===== config.mk =====
export PLATFORM = sky130hd
export DESIGN_NAME = video_pattern_generator
export DESIGN_NICKNAME = d
export VERILOG_FILES = /design/src/rtl/video_pattern_generator.sv
export SDC_FILE = /design/constraint.sdc
export NUM_CORES = 1
export LEC_CHECK = 0
export ABC_AREA = 1
export CAP_MARGIN = 20
export CELL_PAD_IN_SITES_DETAIL_PLACEMENT = 1
export CELL_PAD_IN_SITES_GLOBAL_PLACEMENT = 2
export CORE_MARGIN = 8
export CORE_UTILIZATION = 36
export CTS_CLUSTER_SIZE = 12
export DETAILED_ROUTE_END_ITERATION = 12
export PLACE_DENSITY = 0.82
export SLEW_MARGIN = 30
export SYNTH_ARGS = -nofsm -noshare
export SYNTH_HDL_FRONTEND = slang
export SYNTH_SLANG_ARGS = --single-unit

===== constraint.sdc =====
create_clock -name i_clk -period 7.44 [get_ports i_clk]
set_input_delay 1.116 -clock i_clk [delete_from_list [all_inputs] [get_ports i_clk]]
set_output_delay 1.116 -clock i_clk [all_outputs]
set_load 0.02 [all_outputs]

===== src/rtl/video_pattern_generator.sv =====
// Self-timed raster source: owns its h/v counters and emits a registered RGB test pattern
// (colour bars, checkerboard, gradient, bouncing box) with position and sync aligned to it.
module video_pattern_generator #(
   parameter int unsigned H_VISIBLE  = 640,
   parameter int unsigned H_FRONT    = 16,
   parameter int unsigned H_SYNC     = 96,
   parameter int unsigned H_BACK     = 48,
   parameter int unsigned V_VISIBLE  = 480,
   parameter int unsigned V_FRONT    = 10,
   parameter int unsigned V_SYNC     = 2,
   parameter int unsigned V_BACK     = 33,
   parameter int unsigned COLOR_BITS = 8,
   parameter int unsigned BOX_SIZE   = 32
) (
   input  logic                  i_clk,
   input  logic                  i_reset,
   input  logic [1:0]            i_mode,
   output logic [9:0]            o_hpos,
   output logic [9:0]            o_vpos,
   output logic                  o_visible,
   output logic                  o_hsync,
   output logic                  o_vsync,
   output logic                  o_frame_start,
   output logic [COLOR_BITS-1:0] o_r,
   output logic [COLOR_BITS-1:0] o_g,
   output logic [COLOR_BITS-1:0] o_b
);
   localparam int unsigned H_TOTAL      = H_VISIBLE + H_FRONT + H_SYNC + H_BACK;
   localparam int unsigned V_TOTAL      = V_VISIBLE + V_FRONT + V_SYNC + V_BACK;
   localparam int unsigned H_SYNC_START = H_VISIBLE + H_FRONT;
   localparam int unsigned H_SYNC_END   = H_SYNC_START + H_SYNC;
   localparam int unsigned V_SYNC_START = V_VISIBLE + V_FRONT;
   localparam int unsigned V_SYNC_END   = V_SYNC_START + V_SYNC;
   localparam int unsigned X_MAX        = H_VISIBLE - BOX_SIZE;
   localparam int unsigned Y_MAX        = V_VISIBLE - BOX_SIZE;
   localparam int unsigned CW           = COLOR_BITS;

   logic [9:0] hcnt, vcnt;
   logic [1:0] mode_q;
   logic [7:0] frame_q;
   logic       first_q;
   logic [9:0] box_x_q, box_y_q;
   logic       box_dx_neg_q, box_dy_neg_q;

   logic       origin_c;
   logic [1:0] mode_c;
   logic [7:0] frame_c;
   logic [9:0] box_x_c, box_y_c;
   logic       box_dx_neg_c, box_dy_neg_c;

   logic          visible_c, hsync_c, vsync_c, checker_c, in_box_c;
   logic [2:0]    bar_c;
   logic [CW-1:0] r_c, g_c, b_c;

   // One-axis unit-speed bounce: returns {moving_negative, new_position}
   function automatic logic [10:0] bounce(input logic [9:0] pos, input logic neg,
                                          input logic [9:0] max_pos);
      logic [10:0] res;
      if (!neg) begin
         if (pos >= max_pos) res = {1'b1, pos - 10'd1};
         else                res = {1'b0, pos + 10'd1};
      end else begin
         if (pos == 10'd0)   res = {1'b0, 10'd1};
         else                res = {1'b1, pos - 10'd1};
      end
      return res;
   endfunction

   // Frame-level state seen by every pixel of the frame, including pixel (0,0)
   always_comb begin
      origin_c     = (hcnt == 10'd0) && (vcnt == 10'd0);
      mode_c       = mode_q;
      frame_c      = frame_q;
      box_x_c      = box_x_q;
      box_y_c      = box_y_q;
      box_dx_neg_c = box_dx_neg_q;
      box_dy_neg_c = box_dy_neg_q;
      if (origin_c) begin
         mode_c = i_mode;
         if (!first_q) frame_c = frame_q + 8'd1;
         if (i_mode == 2'd3) begin
            {box_dx_neg_c, box_x_c} = bounce(box_x_q, box_dx_neg_q, 10'(X_MAX));
            {box_dy_neg_c, box_y_c} = bounce(box_y_q, box_dy_neg_q, 10'(Y_MAX));
         end
      end
   end

   // Pixel colour and sync for the current counter state
   always_comb begin
      visible_c = (hcnt < 10'(H_VISIBLE)) && (vcnt < 10'(V_VISIBLE));
      hsync_c   = !((hcnt >= 10'(H_SYNC_START)) && (hcnt < 10'(H_SYNC_END)));
      vsync_c   = !((vcnt >= 10'(V_SYNC_START)) && (vcnt < 10'(V_SYNC_END)));
      bar_c     = 3'd0;
      for (int unsigned k = 1; k < 8; k++) begin
         if ({hcnt, 3'b000} >= 13'(k * H_VISIBLE)) bar_c = 3'(k);
      end
      checker_c = hcnt[5] ^ vcnt[5];
      in_box_c  = ({1'b0, hcnt} >= {1'b0, box_x_c}) &&
                  ({1'b0, hcnt} <  11'(box_x_c) + 11'(BOX_SIZE)) &&
                  ({1'b0, vcnt} >= {1'b0, box_y_c}) &&
                  ({1'b0, vcnt} <  11'(box_y_c) + 11'(BOX_SIZE));
      r_c = '0;
      g_c = '0;
      b_c = '0;
      case (mode_c)
         2'd0: begin
            r_c = {CW{~bar_c[1]}};
            g_c = {CW{~bar_c[2]}};
            b_c = {CW{~bar_c[0]}};
         end
         2'd1: begin
            r_c = {CW{checker_c}};
            g_c = {CW{checker_c}};
            b_c = {CW{checker_c}};
         end
         2'd2: begin
            r_c = hcnt[CW-1:0];
            g_c = vcnt[CW-1:0];
            b_c = CW'({frame_c, 10'd0} >> (18 - CW));
         end
         default: begin
            r_c = {CW{in_box_c}};
            g_c = {CW{in_box_c}};
            b_c = '1;
         end
      endcase
      if (!visible_c) begin
         r_c = '0;
         g_c = '0;
         b_c = '0;
      end
   end

   always_ff @(posedge i_clk) begin
      if (i_reset) begin
         hcnt          <= '0;
         vcnt          <= '0;
         mode_q        <= '0;
         frame_q       <= '0;
         first_q       <= 1'b1;
         box_x_q       <= '0;
         box_y_q       <= '0;
         box_dx_neg_q  <= 1'b0;
         box_dy_neg_q  <= 1'b0;
         o_hpos        <= '0;
         o_vpos        <= '0;
         o_visible     <= 1'b0;
         o_hsync       <= 1'b1;
         o_vsync       <= 1'b1;
         o_frame_start <= 1'b0;
         o_r           <= '0;
         o_g           <= '0;
         o_b           <= '0;
      end else begin
         if (hcnt == 10'(H_TOTAL - 1)) begin
            hcnt <= '0;
            vcnt <= (vcnt == 10'(V_TOTAL - 1)) ? 10'd0 : vcnt + 10'd1;
         end else begin
            hcnt <= hcnt + 10'd1;
         end
         if (origin_c) first_q <= 1'b0;
         mode_q        <= mode_c;
         frame_q       <= frame_c;
         box_x_q       <= box_x_c;
         box_y_q       <= box_y_c;
         box_dx_neg_q  <= box_dx_neg_c;
         box_dy_neg_q  <= box_dy_neg_c;
         o_hpos        <= hcnt;
         o_vpos        <= vcnt;
         o_visible     <= visible_c;
         o_hsync       <= hsync_c;
         o_vsync       <= vsync_c;
         o_frame_start <= origin_c;
         o_r           <= r_c;
         o_g           <= g_c;
         o_b           <= b_c;
      end
   end
endmodule

# [Yosys cells after proc, flatten, opt, wreduce, memory -nomap -nowiden]
# Index checks and enable logic that the tools add are counted.
[totals] reg_bits=101 inputBits=4 elab_cells=97
[op_classes] addsub=9 n_lt_le_gt_ge=19 n_eq_ne=5 mux=24 n_bitwise=5 reduce_logical=17
[op_table] op="$pmux 8 s3" n=3
[op_table] op="$mux 11" n=6
[op_table] op="$mux 10" n=5
[op_table] op="$add 10x1->10 const B" n=4
[op_table] op="$logic_not 10->1" n=4
[op_table] op="$ge 13x12->1 const B" n=3
[op_table] op="$ge 13x11->1 const B" n=2
[op_table] op="$add 10x6->11 const B" n=2
[op_table] op="$lt 10x11->1" n=2
[op_table] op="$eq 10x10->1 const B" n=2
[op_table] op="$ge 10x10->1" n=2
[op_table] op="$ge 10x10->1 const B" n=2
[op_table] op="$ge 10x9->1 const B" n=2
[op_table] op="$lt 10x10->1 const B" n=2
[op_table] op="$lt 10x9->1 const B" n=2
[op_table] op="$sub 10x1->10 const B" n=2
[op_table] op="$mux 3" n=6
[op_table] op="$mux 8" n=2
[op_table] op="$ge 13x10->1 const B" n=1
[op_table] op="$ge 13x13->1 const B" n=1
[op_table] op="$add 8x1->8 const B" n=1
[op_table] op="$logic_and 1x1->1" n=7
[op_table] op="$eq 2x2->1 const B" n=2
[op_table] op="$not 1->1" n=4
[op_table] op="8 further kinds" n=10

# [Depth between registers and ports, before layout]
[depth] depth_word=11 ltp_mapped=26 mapped_depth_nobuf=25

# [Least setup slack after synthesis]
# OpenSTA, ideal clock, no wires.
[synth_path] path_type="input -> register" from="input port i_mode[1]" to="register o_g[7]" arrival_time_ps=3421 t_required_ps=7369 slack_ps=3948 path_stages=19 path_cell_list="buf_2 -> inv_1 -> nor2_4 -> clkbuf_1 -> o221ai_1 -> o21ai_0 -> ha_1 -> a21oi_1 -> nor2_1 -> a211oi_1 -> o21ai_0 -> nand3_1 -> nand2_1 -> nand2_1 -> nand2_1 -> nand2_2 -> nand3_4 -> buf_6 -> a21oi_4"
[synth_via] elab_chain_cells=9 elab_cells_between_ends=19 cone_classes="2 x add/sub; 4 x order compare; 3 x eq/ne; 6 x mux; 4 x reduce/logical"
[synth_lines] item="start, declared" line_no="17" source="input logic [1:0] i_mode,"
[synth_lines] item="$eq 2x2->1" line_no="81" source="if (i_mode == 2'd3) begin"
[synth_lines] item="$mux 10" line_no="81"
[synth_lines] item="$mux 10" line_no="78" source="if (origin_c) begin"
[synth_lines] item="$add 10x6->11" line_no="99" source="({1'b0, hcnt} < 11'(box_x_c) + 11'(BOX_SIZE)) &&"
[synth_lines] item="$lt 10x11->1" line_no="99"
[synth_lines] item="$logic_and 1x1->1" line_no="98" source="in_box_c = ({1'b0, hcnt} >= {1'b0, box_x_c}) &&"
[synth_lines] item="$logic_and 1x1->1" line_no="99"
[synth_lines] item="$logic_and 1x1->1" line_no="100" source="({1'b0, vcnt} >= {1'b0, box_y_c}) &&"
[synth_lines] item="$pmux 8 s3 *" line_no="105" source="case (mode_c)"
[synth_lines] item="end signal, assigned" line_no="175" source="o_g <= g_c;"
[synth_lines] item="end, declared" line_no="25" source="output logic [COLOR_BITS-1:0] o_g,"
# Every way passes the cells marked *; elsewhere a longest branch is shown, timed or not.
# A chain may end at the register's enable or synchronous reset.

# [Worst setup path in the final report]
[layout_path] from="input port i_mode[1]" to="register o_r[6]"
[layout_via] elab_chain_cells=9 elab_cells_between_ends=19 cone_classes="2 x add/sub; 4 x order compare; 3 x eq/ne; 6 x mux; 4 x reduce/logical"
[layout_lines] item="$eq 2x2->1 *" line_no="81"
[layout_lines] item="$mux 10 *" line_no="81"
[layout_lines] item="$mux 10 *" line_no="78"
[layout_lines] item="named net box_x_c[5]" line_no="48" source="logic [9:0] box_x_c, box_y_c;"
[layout_lines] item="$add 10x6->11" line_no="99"
[layout_lines] item="$lt 10x11->1" line_no="99"
[layout_lines] item="$logic_and 1x1->1 *" line_no="98"
[layout_lines] item="$logic_and 1x1->1 *" line_no="99"
[layout_lines] item="$logic_and 1x1->1 *" line_no="100"
[layout_lines] item="$pmux 8 s3 *" line_no="105"
[layout_lines] item="end signal, assigned" line_no="174" source="o_r <= r_c;"
[layout_lines] item="end, declared" line_no="24" source="output logic [COLOR_BITS-1:0] o_r,"
# The timed path passes the listed nets; every way through them passes the cells marked *.

==> run metrics <==
commonest non-fill, non-tap cells in the layout nor2_1, nand2_1, dfxtp_1; Area Growth Syn to Fin 16.0%; Die Wd 145 µm; hold_buf cts 0; Initial DRC Count 240; gr ovfl total 0; hpwl dp 14200 µm; most common cell after layout, fill and taps aside nor2_1; Area contributors post-synth dfxtp_1, ha_1, nor2_1, nand2_1, inv_1; initial antenna violation count 0; first-pass GRT wire length 30000 µm; Root Buffer clkbuf_16; DP Worst Slack 2.74 ns; Top FF cell, synth dfxtp_1; post-synth top area cell dfxtp_1; CTS tree built; Row Count 47; Synth Cell Area 0.00595 mm²; LEAKAGE 2.92 nW; Synth Instances 807; layout cell share with drive strength beyond 1 0.0975; Die Height 145 µm; Syn Area/Cell 7.38 µm²; Synth cell types 50; io pins 52; Crit. End Element flop; YS warnings 0; DRT Pass-1 Iters 4; #FFs+latches synth 101; worst vdd ir 0.000103 V; area share of the largest cell type after synthesis 0.340; Final #Nets 894; Final Max Tran Viols 0; worst setup margin 3.06 ns; H-tree depth 3; via/cell ratio 5.06; Clock transition at path regs 0.07 ns; Crit Path Max Fanout 18; CTS buffer count 9; slew margin rel. 0.545; slew at the pin closest to its max-slew limit 0.679 ns; postcts setup bufs 0; required time worst endpoint 7.70 ns; routed len/inst 17.0 µm; worst hold-check path type reg2reg; Synthesized Nets 852; vias in the first global route 5726; Worst Setup Path Type in2reg; final period utilization 0.589; # diodes 0; unrepaired setup endpoints after global routing no; post-layout min period 4.38 ns; Total GRT Usage 0.184; Post-synth EDFFs 0; maximum buffer depth of the clock tree 2; Die Area 0.0209 mm²; Placed Area 0.00664 mm²; Final ANT Viol Nets 0; Initial Util 0.364; status finished clean; maxcap violations 0; Power Dens Cells 203 mW/mm²; sequential fraction of the synthesis area 0.340; crit start category primary input; Port Buffers 51; largest net degree at the start of global routing 56; Finished Core Util 0.422; Clock Latency Late Sink 0.35 ns; TNS Setup 0 ns; CP Data Arrival Time 4.63 ns; total power 0.00140 W; RD Place Congestion 0.870; post-CTS sizing 0; Reg2Reg Setup Slack 3.41 ns; DRC 0; Final Hold Fails 0; endpoints failing setup 0; total wire length 18300 µm; routed via count 5424; area of the core 0.0163 mm²; final instance area 0.00691 mm²; Post-Route Skew 0.00580 ns; Layout fillers 2061; asr flop ratio synth 0; clk sinks 101; Peak Freq 0.228 GHz
[sequential cells by signal, indices dropped and copies added, names as in the netlist]
name	flops
mode_q	2
box_y_q	10
vcnt	10
o_g	8
o_hsync	1
o_b	8
box_dy_neg_q	1
o_frame_start	1
box_dx_neg_q	1
o_r	8
first_q	1
o_vsync	1
hcnt	10
o_vpos	10
frame_q	8
o_visible	1
box_x_q	10
o_hpos	10
[per-layer routing]
metal	vias up	GRT usage	part of all wire
met2	64	0.309	0.48
met1	2621	0.228	0.47
met5	-	0	0
li1	2718	-	-
met3	21	0.0363	0.032
met4	0	0.0646	0.016
[report_power, final]
group / internal (W) / switching (W)
Sequential: 0.000576 / 0.0000279
Combinational: 0.000129 / 0.000225
Clock: 0.000232 / 0.000209
[worst max-delay path: stages]
cell	delay, ns
clkdlybuf4s50_1	0.67
inv_1	0.16
nor2_4	0.39
nand2_1	0.10
nor2_1	0.18
nor2_4	0.07
ha_1	0.27
inv_1	0.04
ha_1	0.30
nand2_1	0.08
nor2_1	0.05
a211oi_1	0.22
o21ai_0	0.14
nand3_1	0.09
nand2_1	0.05
nand2_1	0.05
nand2_1	0.06
nand2_2	0.08
nand3_4	0.25
a21oi_1	0.23
[through the flow]
step           cells  hold WS [ns]
6_report        1071         0.489
5_1_grt         1071         0.533
4_1_cts         1071         0.488
3_5_place_dp    1058         0.477
3_3_place_gp    1058         0.473
2_1_floorplan    807         0.430
[logic make-up (layout without fill, tap and decap cells)]
logic type | after synthesis | after routing | share of synthesized area
AND/OR/NAND/NOR | 378 | 378 | 0.306
buffers and inverters | 122 | 166 | 0.0809
flip-flops | 101 | 101 | 0.340
adder cells (fa/ha/maj) | 41 | 41 | 0.0862
AO/OA/AOI/OAI | 131 | 131 | 0.137
XOR/XNOR | 33 | 33 | 0.0486
multiplexers | 1 | 1 | 0.00168
[area by class of cell]
type	count	area (µm²)	area share
multi-input combinational	584	3450	0.499
sequential	101	2020	0.293
timing repair buffer	53	520	0.0754
inverter	100	375	0.0544
tap	220	275	0.0399
clock buffer	10	239	0.0346
clock inverter	3	25.0	0.00362
[synthesized netlist by cell type (8+ instances only)]
| cell type | count |
|---|---|
| ha_1 | 41 |
| a21oi_2 | 10 |
| nand2_1 | 123 |
| buf_2 | 10 |
| dfxtp_1 | 101 |
| xor2_1 | 22 |
| nor2_2 | 13 |
| xnor2_1 | 11 |
| nor2_4 | 8 |
| a211oi_1 | 17 |
| o21ai_0 | 35 |
| nor3_1 | 13 |
| nand2_2 | 10 |
| nor2_1 | 131 |
| inv_1 | 91 |
| nand4_1 | 12 |
| nand3_1 | 43 |
| a21oi_1 | 41 |
[final timing paths]
path / cells after the start / endpoint / from
setup / recovery: 20 / o_r[6] / i_mode[1]
hold / removal: 2 / mode_q[0] / mode_q[0]
setup reg to reg: 23 / o_r[6] / vcnt[0]
hold reg to reg: 2 / mode_q[0] / mode_q[0]
Note: power is estimated with default switching activity, not from simulation.
